File: config.mk
export PLATFORM = sky130hd
export DESIGN_NAME = dadda_mac_acc_flat
export DESIGN_NICKNAME = d
export VERILOG_FILES = /design/src/rtl/dadda_pkg.sv /design/src/rtl/dadda_mac_acc_if.sv /design/src/rtl/sat_adder.sv /design/src/rtl/dadda_mac_acc.sv /design/src/flat_wrapper.sv
export SDC_FILE = /design/constraint.sdc
export NUM_CORES = 1
export LEC_CHECK = 0
export CAP_MARGIN = 5
export CORE_MARGIN = 2
export CORE_UTILIZATION = 55
export CTS_CLUSTER_DIAMETER = 40
export DETAILED_ROUTE_END_ITERATION = 12
export DONT_BUFFER_PORTS = 1
export GPL_ROUTABILITY_DRIVEN = 0
export PLACE_DENSITY_LB_ADDON = 0.05
export SYNTH_ARGS = -nofsm -noshare
export SYNTH_HDL_FRONTEND = slang
export SYNTH_SLANG_ARGS = --single-unit
File: constraint.sdc
create_clock -name clk -period 2.8 [get_ports clk]
set_input_delay 0.42 -clock clk [delete_from_list [all_inputs] [get_ports clk]]
set_output_delay 0.42 -clock clk [all_outputs]
set_load 0.05 [all_outputs]
File: src/rtl/dadda_pkg.sv
// Shared types and constants for the Dadda multiplier MAC datapath.
package dadda_pkg;

   // Output width of the 4x4 Dadda tree multiplier
   localparam int unsigned PROD_W_DEF = 8;

   typedef enum logic [1:0] {
      IDLE  = 2'd0,
      ACCUM = 2'd1,
      HOLD  = 2'd2
   } state_e;

   // Bits needed to hold a beat count in the range 0..max_len
   function automatic int unsigned cnt_width(input int unsigned max_len);
      return $clog2(max_len + 1);
   endfunction

endpackage

File: src/rtl/dadda_mac_acc_if.sv
// Product-in / frame-result-out handshake bundle for the MAC accumulate stage.
interface dadda_mac_acc_if #(
   parameter int unsigned PROD_W = 8,
   parameter int unsigned ACC_W  = 12,
   parameter int unsigned CNT_W  = 5
);
   logic              in_valid;
   logic              in_ready;
   logic [PROD_W-1:0] in_product;
   logic              in_last;
   logic              out_valid;
   logic              out_ready;
   logic [ACC_W-1:0]  out_acc;
   logic [CNT_W-1:0]  out_count;
   logic              out_ovf;

   modport master (
      output in_valid, in_product, in_last, out_ready,
      input  in_ready, out_valid, out_acc, out_count, out_ovf
   );

   modport slave (
      input  in_valid, in_product, in_last, out_ready,
      output in_ready, out_valid, out_acc, out_count, out_ovf
   );
endinterface

File: src/rtl/sat_adder.sv
// Unsigned accumulate step with sticky saturation at the all-ones accumulator value.
module sat_adder #(
   parameter int unsigned PROD_W = 8,
   parameter int unsigned ACC_W  = 12
) (
   input  logic [ACC_W-1:0]  acc,
   input  logic [PROD_W-1:0] prod,
   input  logic              ovf_in,
   output logic [ACC_W-1:0]  sum_c,
   output logic              ovf_c
);
   localparam int unsigned SUM_W = ACC_W + 1;

   logic [SUM_W-1:0] sum_w;

   always_comb begin
      sum_w = {1'b0, acc} + SUM_W'(prod);
      ovf_c = sum_w[ACC_W] | ovf_in;
      sum_c = ovf_c ? {ACC_W{1'b1}} : sum_w[ACC_W-1:0];
   end
endmodule

File: src/rtl/dadda_mac_acc.sv
// Frame accumulator behind the Dadda multiplier: sums product beats, presents a held frame total.
module dadda_mac_acc
   import dadda_pkg::*;
#(
   parameter int unsigned PROD_W  = PROD_W_DEF,
   parameter int unsigned ACC_W   = 12,
   parameter int unsigned MAX_LEN = 16
) (
   input logic             clk,
   input logic             rst,
   dadda_mac_acc_if.slave  bus
);
   localparam int unsigned CNT_W = cnt_width(MAX_LEN);

   state_e           state_q, state_d;
   logic [ACC_W-1:0] acc_q, acc_d;
   logic [CNT_W-1:0] count_q, count_d;
   logic             ovf_q, ovf_d;
   logic             in_ready_q, in_ready_d;
   logic             out_valid_q, out_valid_d;
   logic [ACC_W-1:0] out_acc_q, out_acc_d;
   logic [CNT_W-1:0] out_count_q, out_count_d;
   logic             out_ovf_q, out_ovf_d;

   logic [ACC_W-1:0] sum_c;
   logic             ovf_c;
   logic [CNT_W-1:0] count_next;
   logic             accept;

   sat_adder #(.PROD_W(PROD_W), .ACC_W(ACC_W)) u_sat_adder (
      .acc    (acc_q),
      .prod   (bus.in_product),
      .ovf_in (ovf_q),
      .sum_c  (sum_c),
      .ovf_c  (ovf_c)
   );

   assign accept     = bus.in_valid & in_ready_q;
   assign count_next = count_q + CNT_W'(1);

   // Next-state and register loads
   always_comb begin
      state_d     = state_q;
      acc_d       = acc_q;
      count_d     = count_q;
      ovf_d       = ovf_q;
      in_ready_d  = in_ready_q;
      out_valid_d = out_valid_q;
      out_acc_d   = out_acc_q;
      out_count_d = out_count_q;
      out_ovf_d   = out_ovf_q;

      case (state_q)
         IDLE, ACCUM: begin
            if (accept) begin
               acc_d   = sum_c;
               ovf_d   = ovf_c;
               count_d = count_next;
               // A frame closes on in_last or when the beat count hits MAX_LEN
               if (bus.in_last || (count_next == CNT_W'(MAX_LEN))) begin
                  state_d     = HOLD;
                  in_ready_d  = 1'b0;
                  out_valid_d = 1'b1;
                  out_acc_d   = sum_c;
                  out_count_d = count_next;
                  out_ovf_d   = ovf_c;
               end else begin
                  state_d = ACCUM;
               end
            end
         end
         HOLD: begin
            if (bus.out_ready) begin
               state_d     = IDLE;
               acc_d       = '0;
               count_d     = '0;
               ovf_d       = 1'b0;
               in_ready_d  = 1'b1;
               out_valid_d = 1'b0;
            end
         end
         default: begin
            state_d     = IDLE;
            acc_d       = '0;
            count_d     = '0;
            ovf_d       = 1'b0;
            in_ready_d  = 1'b1;
            out_valid_d = 1'b0;
         end
      endcase
   end

   always_ff @(posedge clk or posedge rst) begin
      if (rst) begin
         state_q     <= IDLE;
         acc_q       <= '0;
         count_q     <= '0;
         ovf_q       <= 1'b0;
         in_ready_q  <= 1'b1;
         out_valid_q <= 1'b0;
         out_acc_q   <= '0;
         out_count_q <= '0;
         out_ovf_q   <= 1'b0;
      end else begin
         state_q     <= state_d;
         acc_q       <= acc_d;
         count_q     <= count_d;
         ovf_q       <= ovf_d;
         in_ready_q  <= in_ready_d;
         out_valid_q <= out_valid_d;
         out_acc_q   <= out_acc_d;
         out_count_q <= out_count_d;
         out_ovf_q   <= out_ovf_d;
      end
   end

   assign bus.in_ready  = in_ready_q;
   assign bus.out_valid = out_valid_q;
   assign bus.out_acc   = out_acc_q;
   assign bus.out_count = out_count_q;
   assign bus.out_ovf   = out_ovf_q;
endmodule

File: src/flat_wrapper.sv
// flat-port wrapper written by rule: the top's interface ports become plain ports
module dadda_mac_acc_flat import dadda_pkg::*;
#(
   parameter int unsigned PROD_W  = PROD_W_DEF,
   parameter int unsigned ACC_W   = 12,
   parameter int unsigned MAX_LEN = 16
)
  (clk, rst, bus_in_valid, bus_in_product, bus_in_last, bus_out_ready, bus_in_ready, bus_out_valid, bus_out_acc, bus_out_count, bus_out_ovf);
  dadda_mac_acc_if #(.PROD_W(PROD_W), .ACC_W(ACC_W), .CNT_W(5)) bus_i ();
  input logic clk;
  input logic rst;
  input wire logic [$bits(bus_i.in_valid)-1:0] bus_in_valid;
  input wire logic [$bits(bus_i.in_product)-1:0] bus_in_product;
  input wire logic [$bits(bus_i.in_last)-1:0] bus_in_last;
  input wire logic [$bits(bus_i.out_ready)-1:0] bus_out_ready;
  output wire logic [$bits(bus_i.in_ready)-1:0] bus_in_ready;
  output wire logic [$bits(bus_i.out_valid)-1:0] bus_out_valid;
  output wire logic [$bits(bus_i.out_acc)-1:0] bus_out_acc;
  output wire logic [$bits(bus_i.out_count)-1:0] bus_out_count;
  output wire logic [$bits(bus_i.out_ovf)-1:0] bus_out_ovf;
  assign bus_i.in_valid = bus_in_valid;
  assign bus_i.in_product = bus_in_product;
  assign bus_i.in_last = bus_in_last;
  assign bus_i.out_ready = bus_out_ready;
  assign bus_in_ready = bus_i.in_ready;
  assign bus_out_valid = bus_i.out_valid;
  assign bus_out_acc = bus_i.out_acc;
  assign bus_out_count = bus_i.out_count;
  assign bus_out_ovf = bus_i.out_ovf;
  dadda_mac_acc #(.PROD_W(PROD_W), .ACC_W(ACC_W), .MAX_LEN(MAX_LEN)) u_core (.clk(clk), .rst(rst), .bus(bus_i));
endmodule
# Word-level counts from Yosys, hierarchy flattened
# Cells that the tools add are included.
# totals
ff_bits,40
input_bits,13
output_inout_bits,20
# classes
n_addsub,2
n_eq_ne,6
mux,21
n_bitwise,2
reduce_logical,6
# ops
op,n
12-bit 2-to-1 mux,3
12-bit case mux with 2 select lines,1
12-bit by 8-bit adder with 13-bit output,1
5-bit 2-to-1 mux,2
5-bit case mux with 2 select lines,1
1-bit 2-to-1 mux,7
2-bit 2-to-1 mux,3
1-bit case mux with 2 select lines,3
3-bit AND reduction,2
5-bit by 1-bit adder with 5-bit output (second input constant),1
5-bit equality test (second input constant),1
2-bit by 1-bit inequality test with 1-bit output (second input constant),2
2-bit case mux with 2 select lines,1
2-bit by 1-bit equality test with 1-bit output (second input constant),1
2-bit equality test (second input constant),1
2-bit zero test,1
2-bit inequality test (second input constant),1
2-bit AND reduction,1
2-bit OR reduction,1
1-bit bitwise AND,1
1-bit logical OR,1
1-bit OR,1

# Longest topological paths before layout
# depth
word_depth,6
mapped_depth,9
mapped_depth_nobuf,8

# Modules after synthesis
# From an unflattened synthesis, not the netlist that was laid out.
# unflattened
cells_unflattened,192
hier_area_um2,2205.9
# modules_own_cells
module,instances,cells_per_inst,area_each_um2,seq_area_each_um2
dadda_mac_acc,1,119,1694.1,1002.2
sat_adder,1,73,511.7,0.0

# Least setup slack after synthesis
# No wires, ideal clock.
# synth_path
path_kind,input port to flip-flop
start,input bus_in_product[0]
end,register u_core.out_acc_q[6] (netlist: u_core.bus.out_acc[6])
setup_ps,125
arrival_time_ps,2259
required_ps,2675
setup_slack_ps,416
path_stages,9
path_cell_list,ha_1 -> fa_1 -> nand3_1 -> nand3_2 -> a221oi_4 -> o21a_1 -> buf_6 -> o21ai_2 -> mux2_4
# synth_between
elab_chain_len,3
# synth_rtl
element,line_no,rtl
from (decl),flat_wrapper.sv:13,input wire logic [$bits(bus_i.in_product)-1:0] bus_in_product;
12-bit by 8-bit adder with 13-bit output *,sat_adder.sv:17,"sum_w = {1'b0, acc} + SUM_W'(prod);"
1-bit OR,sat_adder.sv:18,ovf_c = sum_w[ACC_W] | ovf_in;
12-bit 2-to-1 mux *,sat_adder.sv:19,sum_c = ovf_c ? {ACC_W{1'b1}} : sum_w[ACC_W-1:0];
to (signal assigned),dadda_mac_acc.sv:111,out_acc_q <= out_acc_d;
to (decl),dadda_mac_acc.sv:21,"logic [ACC_W-1:0] out_acc_q, out_acc_d;"
# Every way passes the cells marked *; elsewhere a longest branch is shown, timed or not.
# A chain may end at the register's enable or synchronous reset.

# Final worst setup path
# layout_path
start,register u_core.acc_q[0]
end,register u_core.out_acc_q[6] (netlist: u_core.bus.out_acc[6])
# layout_between
elab_chain_len,3
# layout_rtl
element,line_no,rtl
from (decl),dadda_mac_acc.sv:16,"logic [ACC_W-1:0] acc_q, acc_d;"
from (signal assigned),dadda_mac_acc.sv:96,acc_q <= '0;
from (signal assigned),dadda_mac_acc.sv:106,acc_q <= acc_d;
12-bit by 8-bit adder with 13-bit output *,sat_adder.sv:17,
1-bit OR,sat_adder.sv:18,
12-bit 2-to-1 mux *,sat_adder.sv:19,
# Marked as above.

==> out/qor.yml <==
synth:
  synth_edf_count: 0
  synthArstFlopShare_pct: 100
  synth_ff_type: "dfrtp_1"
  synth-seq-cells: 40
  syn-num-nets: 240
  synthDistinctLibCells: 48
  postSynthAreaPerCell_um2: 9.88
  ys_seq_area_share_pct: 47.0
  syn-cell-area_um2: 2130
  yosys_warnings: 0
  synthCells: 216
timing:
  finalSetupViolCount: 0
  period_needed_ps: 2460
  skew_ps: 7.72
  rsz0062_at_grt: "false"
  max_freq_mhz: 406
  hold_viol: 0
  period_share_pct: 88.0
  worstMarginPinSlew_ps: 663
  slew_violations: 0
  max_slew_margin_pct: 55.7
  fin_tns_setup_ps: 0
floorplanning:
  start_util_pct: 57.9
  die_area_um2: 4400
  die_w_um: 66.3
  rows: 22
  ios: 33
  core_area_um2: 3690
  die_h_um: 66.3
power_and_ir_drop:
  p_switching_w: 0.000226
  powerDensity_nw_per_um2: 442
  power.share.clock_pct: 39.2
  seqPwrFrac_pct: 57.1
  combPwrFrac_pct: 3.7
  vdd_drop_max_mv: 0.319
  swShare_pct: 22.4
  power.leakage_nw: 1.10
  p_int_w: 0.000785
placed_design:
  placed_cells: 262
  dp_hpwl_um: 3240
  io_buffers: 0
  placed_cell_area_um2: 2200
clock_network:
  h-tree-depth: 2
  cts_root_buf: "clkbuf_8"
  cts.path.max_buffers: 2
  hold_buffers: 0
  cts_resized: 0
  clkTransAtPathRegs_ps: 80
  clock-sinks: 40
  cts_setup_buffers: 0
  clock_latency_ps: 290
  cts_tree: "yes"
  numCtsBuffers: 5
cells_and_area:
  multiInputGateArea_um2: 1070
  area_growth_pct: 7.21
  fin_nets: 245
  regArea_um2: 1000
  fillers: 322
  design_area_um2: 2290
  final_cell_mix: "dfrtp_1 (39), nor2_1 (32), a21oi_1 (19), nand2_1 (18), o21ai_0 (17)"
  diodes: 0
  final_util_pct: 62.0
  stdcell_count: 270
  final_common_cell: "dfrtp_1"
  drive_gt1_share_pct: 14.4
critical_path:
  r2r-start: "u_core.acc_q[0]"
  cp_max_fo: 10
  slowest_delay_ps: 410
  cp-end-kind: "register"
  r2r_end: "u_core.bus.out_acc[6]"
  crit_path_start_kind: "register"
  slowest_stage: "o21a_1"
  critPathRequiredTime_ps: 2990
  regToRegSetupSlack_ps: 340
  worst_ep_arrival_time_ps: 2650
  crit_path_start: "u_core.acc_q[0]"
  crit_path_end: "u_core.bus.out_acc[6]"
  worstRegToRegCells: 8
  critPathKind: "reg2reg"
  crit_chain: "ha_1 > fa_1 > nand3_1 > nand3_2 > a221oi_4 > o21a_1 > o21ai_2 > mux2_4"
global_routing:
  grt_usage_pct: 23.7
  grt_pass1_wl_um: 7800
  grt_pass1_vias: 1712
  antenna_found_initial: 0
  grt.overflow.total: 0
  grt_start_max_net_pins: 25
drt:
  postRouteAntennaNets: 0
  via_per_inst: 6.09
  drc: 0
  via_count: 1645
  drt-total-wl_um: 4510
  routed_wire_length_per_instance_um: 16.7
  drt_iter0_drc: 139
  drt_first_pass_iters: 4
run:
  drv_cap: 0
worst_hold_path:
  holdCritPathClass: "in2async"
run_status:
  outcome: "finished, final reports clean"
-- cells in the mapped netlist, types with 3 or more instances --
library cell | instances | area share (%)
a31oi_1 | 4 | 1.2
a22o_1 | 3 | 1.2
xnor2_1 | 5 | 2.1
nand2_1 | 18 | 3.2
dfrtp_1 | 39 | 46
nor2_1 | 33 | 5.8
xor2_1 | 3 | 1.2
o21a_1 | 3 | 1.1
inv_1 | 4 | 0.70
o21ai_0 | 17 | 4.0
a21oi_1 | 19 | 4.5
ha_1 | 10 | 5.9
clkbuf_1 | 5 | 0.88
nand3_1 | 5 | 1.2
nor3_1 | 4 | 0.94
o21ai_2 | 3 | 1.2
a21o_1 | 3 | 1.1
-- metrics by stage --
stage               setup WS [ps]  total power [W]  hold slack (ps)
floorplan                     416         0.000617              454
global placement              360         0.000624              411
detailed placement            308         0.000626              429
CTS                           338          0.00102              105
global route                  240          0.00105              137
finish                        336          0.00101             99.1
-- area by class of cell --
type / count / area share, %
Tap cell: 48 / 2.62
Sequential cell: 40 / 43.8
Inverter: 4 / 0.656
Multi-Input combinational cell: 164 / 46.9
Clock buffer: 6 / 3.61
Clock inverter: 2 / 0.437
Timing Repair Buffer: 6 / 1.97
-- worst min path at each step --
stage / endpoint / depth (start not counted) / slack (ps)
after floorplan: u_core.acc_q[0] / 2 / 450
final: u_core.bus.out_acc[0] / 1 / 100
after CTS: u_core.bus.out_acc[0] / 1 / 110
after global routing: u_core.bus.out_acc[0] / 1 / 140
after detailed placement: u_core.bus.out_count[2] / 1 / 430
after global placement: u_core.bus.out_count[2] / 1 / 410
-- power by group through the flow --
stage,Sequential (W),Combinational [W],Clock (W)
after global placement,0.000589,0.0000358,0
final,0.000577,0.0000372,0.000397
after detailed placement,0.000589,0.0000374,0
after CTS,0.000577,0.0000375,0.000405
after global routing,0.000577,0.0000424,0.000427
after floorplan,0.000589,0.0000285,0
-- critical path: cells and delay by family, from the launching register on --
family	cells	cell delay, ps
fa+ha+maj	2	620
flops	1	380
mux	1	270
simple gates	2	280
compound gates	3	800
-- sequential cells by signal (all words and copies together), names as in the netlist --
name and flops:
u_core.count_q 5, u_core.bus.out_acc 12, u_core.state_q 2, u_core.bus.out_ovf 1, u_core.bus.out_valid 1, u_core.acc_q 12, u_core.ovf_q 1, u_core.bus.out_count 5
u_core.bus.in_ready 1
-- routing by layer --
| layer | wire length, µm | vias up | global-route usage, % |
|---|---|---|---|
| met4 | 74 | 0 | 12.2 |
| li1 | - | 781 | - |
| met1 | 1970 | 809 | 28.3 |
| met5 | 0 | - | 0 |
| met2 | 2220 | 49 | 40.1 |
| met3 | 254 | 6 | 4.94 |
-- cells by family after synthesis --
| logic type | Yosys count | share of synthesized area [%] |
|---|---|---|
| AO/OA/AOI/OAI | 70 | 22.7 |
| flip-flops | 40 | 47.0 |
| AND/OR/NAND/NOR | 70 | 14.4 |
| XOR/XNOR | 8 | 3.28 |
| multiplexers | 5 | 2.93 |
| adder cells (fa/ha/maj) | 11 | 6.80 |
| buffers and inverters | 12 | 2.87 |
Power figures use the tool's default switching activity.
